File: src/rtl/tv_vec_mem.sv
// Vector register file: one synchronous write port, asynchronous read.
// Contents are deliberately not reset.
module tv_vec_mem #(
  parameter int DEPTH = 8,
  parameter int W     = 5,
  parameter int AW    = 3
) (
  input  logic          clk,
  input  logic          we,
  input  logic [AW-1:0] waddr,
  input  logic [W-1:0]  wdata,
  input  logic [AW-1:0] raddr,
  output logic [W-1:0]  rdata
);

  logic [W-1:0] mem_q [DEPTH];

  always_ff @(posedge clk) begin
    if (we && (32'(waddr) < 32'(DEPTH))) begin
      mem_q[waddr] <= wdata;
    end
  end

  assign rdata = mem_q[raddr];

endmodule

File: config.mk
export PLATFORM = sky130hd
export DESIGN_NAME = tv_vec_mem
export DESIGN_NICKNAME = d
export VERILOG_FILES = /design/src/rtl/tv_vec_mem.sv
export SDC_FILE = /design/constraint.sdc
export NUM_CORES = 1
export LEC_CHECK = 0
export BUFFER_PORTS_ARGS = -buffer_cell sky130_fd_sc_hd__buf_2
export CAP_MARGIN = 20
export CORE_MARGIN = 2
export CORE_UTILIZATION = 25
export DETAILED_ROUTE_END_ITERATION = 12
export HOLD_SLACK_MARGIN = 0.1
export PLACE_DENSITY = 0.39
export SYNTH_ARGS = -nofsm -noshare
export SYNTH_HDL_FRONTEND = slang
export SYNTH_SLANG_ARGS = --single-unit
File: constraint.sdc
create_clock -name clk -period 1.5 [get_ports clk]
set_input_delay 0 -clock clk [delete_from_list [all_inputs] [get_ports clk]]
set_output_delay 0 -clock clk [all_outputs]
set_load 0.05 [all_outputs]
==> impl_metrics.csv <==
group,metric,value,unit
cells_and_area,largest_reg_flops,40,
setup_path,endpoint,"rdata[2]",
route,wirelength,3.055,mm
sta,rsz0062_at_grt,"true",
route,ant_nets,0,
sta,slew_headroom,76.70,%
route,drc_errors,0,
placed_design,io_buffers,17,
clock_network,cts_buffers,5,
clock_network,clkTransAtPathRegs,0.07,ns
placed_design,placed_area,0.001843,sq mm
global_routing,grt_max_degree,13,
global_routing,grt_usage,9.903,%
cells_and_area,area_delta_synth_final,27.39,%
setup_path,critical_path.max_fanout,1,
cells_and_area,regMostFlops,"mem_q",
placed_design,dpl.hpwl,2.139,mm
power,total_power,2.354,mW
placed_design,post-place-ws,0.1057,ns
setup_path,cp-startpoint,"mem_q[0][2]$_DFFE_PP_",
cells_and_area,reg_top3,"mem_q x40",
route,route.vias.total,784,
outcome,violations,"setup timing",
clock_network,cts.sinks,40,
synth,yosysMostFrequentCell,"edfxtp_1",
floorplan,dieArea,0.007031,sq mm
global_routing,grt_overflow_total,0,
clock_network,cts_buffer_depth,2,
sta,holdWs,0.2171,ns
cells_and_area,final_nets,121,
synth,synth_area_leader_cell,"edfxtp_1",
worst_hold_path,hp-class,"in -> reg",
synth,syn-cell-area,0.001594,sq mm
floorplan,ios,18,
synth,ys_warn_count,0,
setup_path,criticalPathCategory,"reg -> out",
synth,synth_edf_count,40,
run,drv_cap,0,
synth,synth_area_leaders,"edfxtp_1 (75%), mux4_1 (16%), mux2_2 (3.5%)",
clock_network,cts_setup_buffers,0,
power,max-vdd-ir-drop,0.0004494,V
synth,yosys-top-cells-count,"edfxtp_1 (40), mux4_1 (10), nor2_1 (6)",
floorplan,die_x,83.85,um
synth,syn-instance-count,70,
setup_path,cp_data_required_time,1.50,ns
floorplan,start_util,25.54,%
sta,tns,-0.3226,ns
route,dr.pass1.iters,4,
floorplan,core_area,0.006241,sq mm
cells_and_area,final_cell_area,0.002031,sq mm
synth,synthFlopType,"edfxtp_1",
synth,ys_seq_elements,40,
sta,fin_ws,-0.06912,ns
clock_network,tritoncts,"yes",
synth,yosysSeqAreaShare,75.35,%
floorplan,rows,29,
sta,worst_pin_slew,0.3495,ns
power,p_per_area,1159,mW/mm^2
outcome,status,"finished with violations",
synth,ys_async_sr_fraction,0,%
route,drt_iter0_markers,39,
sta,max_freq,0.6373,GHz
route,via_per_inst,4.215,
cells_and_area,antenna_cells,0,
synth,syn_avg_cell_area,22.77,sq um
clock_network,clockRootBuffer,"clkbuf_8",
synth,yosysTopAreaCellShare,75.35,%
setup_path,cp.arrival,1.57,ns
power,leakagePower,0.7076,nW
global_routing,grt_pass1_vias,860,
synth,synth_nets,83,
placed_design,gp_congestion,0.6792,
sta,timing.final.crit_share,104.6,%
cells_and_area,drive_gt1_share,44.95,%
sta,maxSlewViolCount,0,
sta,setup_violations,5,
sta,min_period,1.569,ns
global_routing,grt_pass1_wl,5.023,mm
clock_network,htreeDepth,2,
global_routing,antenna_found_initial,0,
setup_path,end_kind,"primary output",
setup_path,start_kind,"flip-flop",
floorplan,die_y,83.85,um
route,avgRoutedWirePerCell,16.42,um
sta,hold_viol,0,
synth,synth.distinct_cells,9,
[kinds of logic (layout without fill, tap and decap cells)]
group	count (synthesis)	count (layout)	share of synthesized area (%)
buffers and inverters	2	41	0.9416
and+or+nand+nor	13	13	3.689
muxes	15	15	20.02
DFF	40	40	75.35
[cell type report]
class,count,area [sq um]
clock inverters,3,37.54
multi-input cells,28,359.1
repair buffers,33,267.8
fillers,621,4210
flip-flops and latches,40,1201
well taps,77,96.34
clock buffers,5,68.82
[routing by layer]
metal  GRT usage (%)  share of wire, %  up-vias
met5               0                 0        -
met4           3.959              0.92        0
met1           14.33                51      405
li1                -                 -      361
met2           13.60                44       16
met3           3.363               3.3        2
[critical path, cell delays in order (launching register included)]
cell	delay, ns
edfxtp_1	0.38
mux4_2	0.47
mux2_4	0.29
buf_8	0.15
[through the flow]
stage,utilization [%],std cells
after detailed placement,29.53,173
after CTS,32.54,186
final,32.54,186
after floorplan,-,70
after global placement,29.53,173
after global routing,32.54,186
[how the worst min path moves through the flow]
stage / start / end / slack [ns] / cells past startpoint
finish: waddr[1] / mem_q[4][4]$_DFFE_PP_ / 0.22 / 3
global route: waddr[1] / mem_q[4][4]$_DFFE_PP_ / 0.23 / 3
CTS: waddr[1] / mem_q[0][1]$_DFFE_PP_ / 0.21 / 3
detailed placement: wdata[1] / mem_q[5][1]$_DFFE_PP_ / 0.29 / 1
global placement: wdata[4] / mem_q[1][4]$_DFFE_PP_ / 0.27 / 1
floorplan: wdata[0] / mem_q[0][0]$_DFFE_PP_ / 0.1 / 0
[placed cells by master, fill, tap and decap left out, drive strengths merged]
cell type    instances
edfxtp              40
buf                 28
mux4                10
nor2                 6
mux2                 5
clkbuf               5
dlygate4sd3          5
nand2b               3
nand2                2
nor3                 2
clkinv               2
bufinv               1
[where the power goes]
group          total, mW  switching [mW]  leakage (nW)  internal [mW]
clock network      0.820           0.336        0.0532          0.484
registers           1.28         0.00872         0.363           1.27
logic              0.258           0.132         0.291          0.125
total               2.35           0.477         0.708           1.88
[repair_timing]
item                                    in CTS  in global routing
hold buffers                                 5                  0
endpoints found under the setup margin       5                  5
resized for setup                           30                  0
endpoints found under the hold margin       40                  0
Note: power is estimated with default switching activity, not from simulation.
